--- src/rtl/pipeline_stall_controller.sv ---
// Pipeline stall/flush controller.
// Turns hazard stall requests and resolved taken branches into the PC / IF/ID
// enables and the flush strobes of a classic 5-stage pipeline. It also keeps
// saturating stall/redirect statistics and a sticky stall-length watchdog.
module pipeline_stall_controller #(
  parameter int unsigned MAX_STALL = 15,  // watchdog threshold, 1..255
  parameter int unsigned PC_W      = 32
) (
  input  logic            clk,
  input  logic            rst_n,
  input  logic            stall_req,
  input  logic            branch_taken,
  input  logic [PC_W-1:0] branch_target,
  output logic            pc_write,
  output logic            if_id_write,
  output logic            if_id_flush,
  output logic            id_ex_flush,
  output logic            redirect_valid,
  output logic [PC_W-1:0] redirect_pc,
  output logic [15:0]     stall_cycles,
  output logic [15:0]     flush_events,
  output logic            stall_timeout
);

  localparam logic [7:0] MAX_STALL_L = 8'(MAX_STALL);

  typedef enum logic [1:0] {
    S_RUN,
    S_STALL,
    S_FLUSH
  } state_e;

  typedef enum logic [1:0] {
    A_PASS,
    A_HOLD,
    A_REDIRECT
  } action_e;

  state_e      state_q, state_d;
  action_e     action;
  logic [7:0]  stall_len_q, stall_len_d;
  logic [15:0] stall_cycles_q, stall_cycles_d;
  logic [15:0] flush_events_q, flush_events_d;
  logic        stall_timeout_q, stall_timeout_d;

  // Choose this cycle's action; FLUSH ignores wrong-path stall/branch requests.
  always_comb begin
    // NOTE: every always_comb output gets a default first so no path can leave
    // it unassigned and infer a latch.
    action = A_PASS;
    if (state_q != S_FLUSH) begin
      if (branch_taken) begin
        action = A_REDIRECT;
      end else if (stall_req) begin
        action = A_HOLD;
      end
    end
  end

  // Pipeline control strobes; reset forces a flushed, frozen pipeline.
  always_comb begin
    pc_write       = 1'b1;
    if_id_write    = 1'b1;
    if_id_flush    = 1'b0;
    id_ex_flush    = 1'b0;
    redirect_valid = 1'b0;
    redirect_pc    = '0;
    case (action)
      A_REDIRECT: begin
        redirect_valid = 1'b1;
        redirect_pc    = branch_target;
        if_id_flush    = 1'b1;
        id_ex_flush    = 1'b1;
      end
      A_HOLD: begin
        pc_write    = 1'b0;
        if_id_write = 1'b0;
        id_ex_flush = 1'b1;
      end
      default: ;
    endcase
    if (!rst_n) begin
      pc_write       = 1'b0;
      if_id_write    = 1'b0;
      if_id_flush    = 1'b1;
      id_ex_flush    = 1'b1;
      redirect_valid = 1'b0;
      redirect_pc    = '0;
    end
  end

  // Next state, stall length, statistics and watchdog.
  always_comb begin
    state_d         = S_RUN;
    stall_len_d     = 8'd0;
    stall_cycles_d  = stall_cycles_q;
    flush_events_d  = flush_events_q;
    stall_timeout_d = stall_timeout_q;
    case (action)
      A_REDIRECT: begin
        state_d = S_FLUSH;
        if (flush_events_q != 16'hFFFF) begin
          flush_events_d = flush_events_q + 16'd1;
        end
      end
      A_HOLD: begin
        state_d = S_STALL;
        if (state_q == S_RUN) begin
          stall_len_d = 8'd1;
        end else if (stall_len_q != 8'hFF) begin
          stall_len_d = stall_len_q + 8'd1;
        end else begin
          stall_len_d = stall_len_q;
        end
        if (stall_cycles_q != 16'hFFFF) begin
          stall_cycles_d = stall_cycles_q + 16'd1;
        end
        // The watchdog trips on the edge that completes the MAX_STALL-th hold.
        if (stall_len_d == MAX_STALL_L) begin
          stall_timeout_d = 1'b1;
        end
      end
      default: ;
    endcase
  end

  // State and statistics registers with synchronous active-low reset.
  always_ff @(posedge clk) begin
    // NOTE: sequential state uses non-blocking assignments so all registers
    // sample the same pre-edge values.
    if (!rst_n) begin
      state_q         <= S_RUN;
      stall_len_q     <= 8'd0;
      stall_cycles_q  <= 16'd0;
      flush_events_q  <= 16'd0;
      stall_timeout_q <= 1'b0;
    end else begin
      state_q         <= state_d;
      stall_len_q     <= stall_len_d;
      stall_cycles_q  <= stall_cycles_d;
      flush_events_q  <= flush_events_d;
      stall_timeout_q <= stall_timeout_d;
    end
  end

  assign stall_cycles  = stall_cycles_q;
  assign flush_events  = flush_events_q;
  assign stall_timeout = stall_timeout_q;

endmodule

--- config.mk ---
export PLATFORM = sky130hd
export DESIGN_NAME = pipeline_stall_controller
export DESIGN_NICKNAME = d
export VERILOG_FILES = /design/src/rtl/pipeline_stall_controller.sv
export SDC_FILE = /design/constraint.sdc
export NUM_CORES = 1
export LEC_CHECK = 0
export BUFFER_PORTS_ARGS = -buffer_cell sky130_fd_sc_hd__buf_2
export CAP_MARGIN = 20
export CORE_AREA = 5 5 97 99
export CTS_BUF_LIST = sky130_fd_sc_hd__clkbuf_16
export CTS_CLUSTER_DIAMETER = 200
export DETAILED_ROUTE_END_ITERATION = 16
export DIE_AREA = 0 0 102 104
export GPL_TIMING_DRIVEN = 0
export PLACE_DENSITY_LB_ADDON = 0.2
export SLEW_MARGIN = 20
export SYNTH_ARGS = -nofsm -noshare
export SYNTH_HDL_FRONTEND = slang
export SYNTH_SLANG_ARGS = --single-unit
--- constraint.sdc ---
create_clock -name clk -period 4.1 [get_ports clk]
set_input_delay 0.41 -clock clk [delete_from_list [all_inputs] [get_ports clk]]
set_output_delay 0.41 -clock clk [all_outputs]
set_load 0.05 [all_outputs]
==> impl_metrics.py, run 1 <==
metrics = {
    "sta": {
        "fin_worst_skew_ns": 0.005760,
        "rsz_0062_raised_after_global_routing": "false",
        "timing.final.ws_setup_ns": 1.436,
        "hold_viol_final": 0,
        "maxClockFrequency_mhz": 375.4,
        "maxSlewViolCount": 0,
        "finalSetupViolations": 0,
        "finalHoldWorstSlack_ns": 0.4799,
        "final.min_clock_period_ns": 2.664,
        "relative_max_transition_margin_pct": 63.41,
        "worstMarginPinSlew_ns": 0.5489,
        "timing.final.crit_share_pct": 64.98,
        "final.setup.tns_ns": 0,
    },
    "placed_design": {
        "dp.final_hpwl_um": 5363,
        "pre_cts_ws_ns": 1.302,
        "place.detailed.instances": 514,
        "gp_congestion": 0.7828,
        "buffer_ports.inserted": 104,
        "dpl_cell_area_um2": 3133,
    },
    "power": {
        "report.power.total_uw": 953.4,
        "p_switching_uw": 269.9,
        "power.switching_fraction_pct": 28.31,
        "combinational_group_share_of_total_power_pct": 16.2,
        "p_leak_nw": 1.619,
        "p_clk_share_pct": 39.0,
        "p_int_uw": 683.5,
        "vdd_ir_drop_max_mv": 0.1406,
        "powerDensity_nw_per_um2": 291.8,
        "flop_pwr_share_pct": 44.7,
    },
    "clocking": {
        "cts-htree-levels": 2,
        "cts_root_buffer": "sky130_fd_sc_hd__clkbuf_16",
        "post-cts-setup-buffer-count": 0,
        "cts-buffers-inserted": 5,
        "clock_latency_ns": 0.28,
        "cts.path.max_buffers": 2,
        "cts.hold.buffers_added": 0,
        "post_cts_resized": 0,
        "cts_sinks": 43,
        "cts_tree": "built",
        "clk_pin_slew_ns": 0.06,
    },
    "logic_synthesis": {
        "synthArstFlopShare_pct": 0,
        "synth_top_area_share_pct": 34.75,
        "post_synth_xor_area_fraction_pct": 7.424,
        "synthesis.area_per_instance_um2": 8.203,
        "synth-adder-area-share_pct": 3.030,
        "synth-seq-area-share_pct": 34.75,
        "synthDistinctLibCells": 47,
        "yosys-top-cells-area": "sky130_fd_sc_hd__dfxtp_1, sky130_fd_sc_hd__and3_1, sky130_fd_sc_hd__nor2_1, sky130_fd_sc_hd__xor2_1, sky130_fd_sc_hd__nand3_1",
        "netlist_area_before_placement_um2": 2477,
        "synth_enable_flop_cells": 0,
        "yosys-mux-area-fraction_pct": 2.020,
        "postSynthNetCount": 344,
        "synth-simple-area-share_pct": 36.21,
        "yosys_register_bits": 43,
        "netlist_instances": 302,
        "combinational_family_with_the_most_area_after_synthesis": "simple AND/OR/NAND/NOR gates",
        "dominantRegCellSynth": "sky130_fd_sc_hd__dfxtp_1",
        "library_cell_with_the_highest_instance_count_after_synthesis": "sky130_fd_sc_hd__dfxtp_1",
        "netlist_top_cells_count": "sky130_fd_sc_hd__dfxtp_1, sky130_fd_sc_hd__and3_1, sky130_fd_sc_hd__nor2_1",
        "synth_compound_area_share_pct": 12.78,
        "post-synth-top-area-cell": "sky130_fd_sc_hd__dfxtp_1",
        "yosys_warnings": 0,
    },
    "worst_setup_path": {
        "setup.worst_path.end_class": "primary output",
        "worst-r2r-setup-slack_ns": 2.19,
        "ff2ff_path_depth": 9,
        "crit_path_frequent_cell": "sky130_fd_sc_hd__clkbuf_1",
        "critPathLaunchType": "primary input",
        "slowest_delay_ns": 0.41,
        "cp_data_required_time_ns": 3.69,
        "critical_path.max_fanout": 10,
        "worstSetupEndpoint": "pc_write",
        "setup.worst_path.start": "rst_n",
        "timing_worst_setup_path_type": "primary input to primary output",
        "r2r-end": "stall_timeout",
        "critical_path.cell_chain": "clkbuf_1 > inv_1 > clkbuf_1 > clkbuf_1 > nor2_1 > buf_4 > buf_2",
        "worst_r2r_startpoint": "state_q[0]",
        "cell_with_the_largest_stage_delay_on_the_worst_path": "sky130_fd_sc_hd__clkbuf_1",
        "cp_data_arrival_time_ns": 2.25,
    },
    "floorplanning": {
        "core_area_um2": 8466,
        "chipWidth_um": 102,
        "die-height_um": 104,
        "ios": 106,
        "initial_utilization_pct": 29.26,
        "placementRows": 34,
        "die-area_um2": 10610,
    },
    "grt": {
        "wire_length_of_the_first_global_routing_pass_um": 11410,
        "maximum_number_of_pins_on_one_net_before_global_route_repair": 13,
        "grt_pass1_vias": 2482,
        "residual_overflow_from_global_routing": 0,
        "grt_util_all_layers_pct": 12.92,
        "antenna_found_initial": 0,
    },
    "cells_and_area": {
        "post_layout_nonfiller_instances": 521,
        "antenna_cells": 0,
        "multi_input_area_um2": 1523,
        "layout.area.seq_um2": 860.8,
        "design_area_um2": 3267,
        "n_fill_cell": 908,
        "post_route_cells_drive_above_1_share_pct": 32.20,
        "final_nets": 455,
        "syn2layout_area_growth_pct": 31.87,
        "post-route-util_pct": 38.59,
    },
    "route": {
        "antenna_violating_nets_post_route": 0,
        "routed-via-count": 2543,
        "firstDrtPassIters": 4,
        "detailedRoute.firstIterationViolations": 89,
        "route.final.wire_length_um": 6833,
        "post_drt_wl_per_cell_um": 13.12,
        "total_drc_errors_in_the_routed_layout": 0,
        "avgViaCountPerCell": 4.881,
    },
    "run_status": {
        "outcome": "completed",
    },
    "flow_run": {
        "maxCapViolCount": 0,
    },
    "hold_path": {
        "hp-class": "register to register",
    },
}
[power groups by stage]
stage / combinational [mW] / sequential, mW / clock [mW]
finish: 0.155 / 0.427 / 0.372
global route: 0.168 / 0.427 / 0.406
CTS: 0.157 / 0.426 / 0.391
detailed placement: 0.156 / 0.436 / 0
global placement: 0.155 / 0.436 / 0
floorplan: 0.0994 / 0.445 / 0
[sequential cells by signal, summed over array words and instances, names as in the netlist]
| signal | cells |
|---|---|
| stall_cycles | 16 |
| state_q | 2 |
| flush_events | 16 |
| stall_len_q | 8 |
| stall_timeout | 1 |
[layout by cell type, fill, tap and decap left out, drive strengths merged, types with 2 or more instances in the layout]
master | synthesis | layout
a211oi | 5 | 5
clkbuf | 14 | 19
mux2i | 5 | 5
ha | 6 | 6
nand2b | 3 | 3
or2 | 2 | 2
inv | 5 | 5
nor3 | 8 | 8
and4 | 9 | 9
xnor2 | 9 | 9
o31ai | 2 | 2
nand2 | 20 | 20
o21ai | 11 | 11
and3 | 40 | 40
or3 | 3 | 3
nor2 | 35 | 35
a21oi | 11 | 11
dfxtp | 43 | 43
a31oi | 6 | 6
nand4 | 8 | 8
o211ai | 6 | 6
buf | 4 | 108
xor2 | 12 | 12
nand3 | 20 | 20
and2 | 4 | 4
clkinv | 0 | 2
[layer usage]
layer	routed length (um)	vias up	track usage, %
li1	-	1312	-
met1	3134	1155	16.52
met2	3152	70	21.45
met3	470	6	3.421
met4	76	0	3.093
met5	0	-	0
[kinds of logic after synthesis]
family / Yosys count
AO/OA/AOI/OAI: 47
XOR/XNOR: 21
adder cells (fa/ha/maj): 6
buffers and inverters: 23
flip-flops: 43
multiplexers: 5
AND/OR/NAND/NOR: 157
[worst max-delay path: cells and delay by family]
| family | cells | cell delay [ns] |
|---|---|---|
| buffers and inverters | 6 | 1.57 |
| and+or+nand+nor | 1 | 0.25 |
[cell type report]
type,instances,share of cell area (%)
Buffer,18,2.298
Clock buffer,5,3.830
Clock inverter,2,0.2681
Inverter,5,0.5745
Multi-Input combinational cell,236,46.61
Sequential cell,43,26.35
Tap cell,108,4.136
Timing Repair Buffer,104,15.93
[how the worst min path moves through the flow]
| stage | start | end | slack [ns] | depth (start not counted) |
|---|---|---|---|---|
| after floorplan | stall_len_q[5] | stall_len_q[5] | 0.50 | 1 |
| after global placement | stall_timeout | stall_timeout | 0.45 | 2 |
| after detailed placement | stall_timeout | stall_timeout | 0.46 | 2 |
| after CTS | stall_timeout | stall_timeout | 0.49 | 2 |
| after global routing | stall_cycles[1] | stall_cycles[1] | 0.54 | 2 |
| final | stall_timeout | stall_timeout | 0.48 | 2 |
No activity file was read; power rests on OpenSTA's default activity.
==> inputs of run 2 (changes only) <==
--- a/config.mk
+++ b/config.mk
@@ -5,13 +5,14 @@
 export SDC_FILE = /design/constraint.sdc
 export NUM_CORES = 1
 export LEC_CHECK = 0
+export ABC_AREA = 1
 export BUFFER_PORTS_ARGS = -buffer_cell sky130_fd_sc_hd__buf_2
 export CAP_MARGIN = 20
-export CORE_AREA = 5 5 97 99
+export CORE_AREA = 5 5 101 103
 export CTS_BUF_LIST = sky130_fd_sc_hd__clkbuf_16
 export CTS_CLUSTER_DIAMETER = 200
 export DETAILED_ROUTE_END_ITERATION = 16
-export DIE_AREA = 0 0 102 104
+export DIE_AREA = 0 0 106 108
 export GPL_TIMING_DRIVEN = 0
 export PLACE_DENSITY_LB_ADDON = 0.2
 export SLEW_MARGIN = 20
==> constraint.sdc (replaced) <==
create_clock -name clk -period 2.3 [get_ports clk]
set_input_delay 0.23 -clock clk [delete_from_list [all_inputs] [get_ports clk]]
set_output_delay 0.23 -clock clk [all_outputs]
set_load 0.05 [all_outputs]
==> impl_metrics.py, run 2 <==
metrics = {
    "run_status": {
        "outcome": "completed",
    },
    "clocking": {
        "clock_latency_ns": 0.29,
        "cts.hold.buffers_added": 0,
        "cts_sinks": 43,
        "cts-buffers-inserted": 5,
        "cts_root_buffer": "sky130_fd_sc_hd__clkbuf_16",
        "cts-htree-levels": 2,
        "cts.path.max_buffers": 2,
        "clk_pin_slew_ns": 0.07,
        "cts_tree": "built",
        "post-cts-setup-buffer-count": 0,
    },
    "placed_design": {
        "gp_congestion": 0.7757,
        "place.detailed.instances": 638,
        "buffer_ports.inserted": 104,
        "dp.final_hpwl_um": 6155,
        "pre_cts_ws_ns": 0.2677,
    },
    "sta": {
        "worstMarginPinSlew_ns": 0.5628,
        "final.setup.tns_ns": 0,
        "final.min_clock_period_ns": 2.115,
        "hold_viol_final": 0,
        "timing.final.ws_setup_ns": 0.1848,
        "maxClockFrequency_mhz": 472.8,
        "maxSlewViolCount": 0,
        "finalSetupViolations": 0,
        "relative_max_transition_margin_pct": 62.48,
        "fin_worst_skew_ns": 0.005682,
        "timing.final.crit_share_pct": 91.97,
    },
    "power": {
        "report.power.total_mw": 1.995,
        "vdd_ir_drop_max_mv": 0.2830,
        "powerDensity_nw_per_um2": 551.4,
        "p_leak_nw": 1.761,
    },
    "worst_setup_path": {
        "cp_data_arrival_time_ns": 1.89,
        "cp_data_required_time_ns": 2.07,
        "critical_path.max_fanout": 10,
        "setup.worst_path.end_class": "primary output",
        "worst_r2r_startpoint": "state_q[1]",
        "critPathLaunchType": "register",
        "worst-r2r-setup-slack_ns": 0.63,
        "setup.worst_path.start": "state_q[1]",
        "ff2ff_path_depth": 10,
        "r2r-end": "flush_events[10]",
        "timing_worst_setup_path_type": "register to primary output",
    },
    "logic_synthesis": {
        "synth-simple-area-share_pct": 37.46,
        "yosys_warnings": 0,
        "synth_top_area_share_pct": 32.01,
        "post_synth_xor_area_fraction_pct": 4.235,
        "synthArstFlopShare_pct": 0,
        "yosys_register_bits": 43,
        "synthDistinctLibCells": 34,
        "synth_enable_flop_cells": 0,
        "synthesis.area_per_instance_um2": 6.357,
        "netlist_area_before_placement_um2": 2689,
        "synth_compound_area_share_pct": 9.679,
        "dominantRegCellSynth": "sky130_fd_sc_hd__dfxtp_1",
        "yosys-mux-area-fraction_pct": 0,
        "post-synth-top-area-cell": "sky130_fd_sc_hd__dfxtp_1",
        "synth-adder-area-share_pct": 2.792,
        "postSynthNetCount": 465,
        "netlist_top_cells_count": "sky130_fd_sc_hd__nor2_1, sky130_fd_sc_hd__nand2_1, sky130_fd_sc_hd__inv_1",
        "library_cell_with_the_highest_instance_count_after_synthesis": "sky130_fd_sc_hd__nor2_1",
        "combinational_family_with_the_most_area_after_synthesis": "simple AND/OR/NAND/NOR gates",
        "synth-seq-area-share_pct": 32.01,
        "yosys-top-cells-area": "sky130_fd_sc_hd__dfxtp_1, sky130_fd_sc_hd__nor2_1, sky130_fd_sc_hd__nand2_1, sky130_fd_sc_hd__inv_1, sky130_fd_sc_hd__a21oi_1",
        "netlist_instances": 423,
    },
    "cells_and_area": {
        "final_nets": 576,
        "layout.cells.most_common": "sky130_fd_sc_hd__nor2_1",
        "post_route_cells_drive_above_1_share_pct": 26.17,
        "syn2layout_area_growth_pct": 34.53,
        "post_layout_nonfiller_instances": 646,
        "antenna_cells": 0,
        "post-route-util_pct": 39.71,
        "mostFrequentLayoutCells": "sky130_fd_sc_hd__nor2_1, sky130_fd_sc_hd__buf_2, sky130_fd_sc_hd__nand2_1",
    },
    "floorplanning": {
        "initial_utilization_pct": 29.52,
        "placementRows": 35,
        "chipWidth_um": 106,
        "ios": 106,
        "die-area_um2": 11450,
        "die-height_um": 108,
        "core_area_um2": 9109,
    },
    "grt": {
        "grt_pass1_vias": 2760,
        "antenna_found_initial": 0,
        "residual_overflow_from_global_routing": 0,
        "wire_length_of_the_first_global_routing_pass_um": 12790,
        "grt_util_all_layers_pct": 13.47,
        "maximum_number_of_pins_on_one_net_before_global_route_repair": 14,
    },
    "route": {
        "avgViaCountPerCell": 4.506,
        "post_drt_wl_per_cell_um": 12.17,
        "total_drc_errors_in_the_routed_layout": 0,
        "antenna_violating_nets_post_route": 0,
        "route.final.wire_length_um": 7860,
        "firstDrtPassIters": 4,
        "routed-via-count": 2911,
        "detailedRoute.firstIterationViolations": 111,
    },
    "hold_path": {
        "hp-class": "primary input to register",
        "hold_path.startpoint": "rst_n",
        "hold-path-cell-count": 3,
        "holdPathEnd": "stall_cycles[3]",
    },
    "flow_run": {
        "maxCapViolCount": 0,
    },
}
==> run 2: changes by cell type after synthesis, moves of 5 or more <==
cell,before,now
sky130_fd_sc_hd__o211ai_1,6,0
sky130_fd_sc_hd__and3_1,38,2
sky130_fd_sc_hd__and4_1,5,0
sky130_fd_sc_hd__a21oi_1,11,28
sky130_fd_sc_hd__o21ai_0,10,15
sky130_fd_sc_hd__xor2_1,12,7
sky130_fd_sc_hd__clkbuf_1,14,5
sky130_fd_sc_hd__nand2_1,20,80
sky130_fd_sc_hd__a31oi_1,6,0
sky130_fd_sc_hd__nor2_1,35,85
sky130_fd_sc_hd__inv_1,5,76
sky130_fd_sc_hd__mux2i_1,5,0
==> run 2: final cells by class <==
| cell class | instances | area, um^2 |
|---|---|---|
| inverter | 77 | 289.0 |
| multi-input combinational | 292 | 1461 |
| clock inverter | 3 | 63.81 |
| buffer | 11 | 86.33 |
| fill | 993 | 5492 |
| timing repair buffer | 104 | 591.8 |
| sequential | 43 | 860.8 |
| tap | 111 | 138.9 |
| clock buffer | 5 | 125.1 |
==> run 2: worst max-delay path by stage <==
stage / to / slack (ns) / depth (start not counted)
6_report: redirect_pc[19] / 0.18 / 9
3_3_place_gp: redirect_pc[12] / 0.29 / 9
5_1_grt: redirect_pc[29] / -0.02 / 9
2_1_floorplan: pc_write / 0.14 / 8
4_1_cts: redirect_pc[15] / 0.0002 / 9
3_5_place_dp: redirect_pc[30] / 0.27 / 9
==> run 2: logic make-up after synthesis <==
group / Yosys count
buf+inv: 88
xor+xnor: 13
fa+ha+maj: 6
compound gates: 49
flops: 43
simple gates: 224
==> run 2: power by group <==
part           internal, mW  total, mW  switching, mW
logic                0.0937      0.320          0.226
registers             0.752      0.758        0.00573
clock network         0.619      0.917          0.299
==> run 2: layer usage <==
layer	vias up	routed length (um)	track usage, %
met4	0	228	4.995
met1	1302	3524	16.36
li1	1526	-	-
met3	17	308	2.149
met5	-	0	0
met2	66	3798	24.04
==> run 2: what timing repair did <==
action,4_1_cts,5_1_grt
setup endpoints to repair,26,30
endpoints found under the hold margin,0,0
gates resized for setup,19,18
==> run 2: critical path, cell delays in order (launching register included) <==
cell	delay [ns]
sky130_fd_sc_hd__dfxtp_1	0.32
sky130_fd_sc_hd__inv_1	0.04
sky130_fd_sc_hd__nor2_1	0.11
sky130_fd_sc_hd__inv_1	0.05
sky130_fd_sc_hd__nand3_1	0.13
sky130_fd_sc_hd__ha_2	0.25
sky130_fd_sc_hd__nand2_2	0.12
sky130_fd_sc_hd__clkbuf_2	0.20
sky130_fd_sc_hd__nor2_1	0.10
sky130_fd_sc_hd__buf_2	0.27
==> run 2: stage by stage <==
| stage | instance area, um^2 | hold slack [ns] |
|---|---|---|
| 4_1_cts | 3583 | 0.2880 |
| 2_1_floorplan | 2689 | 0.5232 |
| 6_report | 3617 | 0.2921 |
| 5_1_grt | 3617 | 0.3054 |
| 3_5_place_dp | 3348 | 0.4534 |
| 3_3_place_gp | 3348 | 0.4443 |
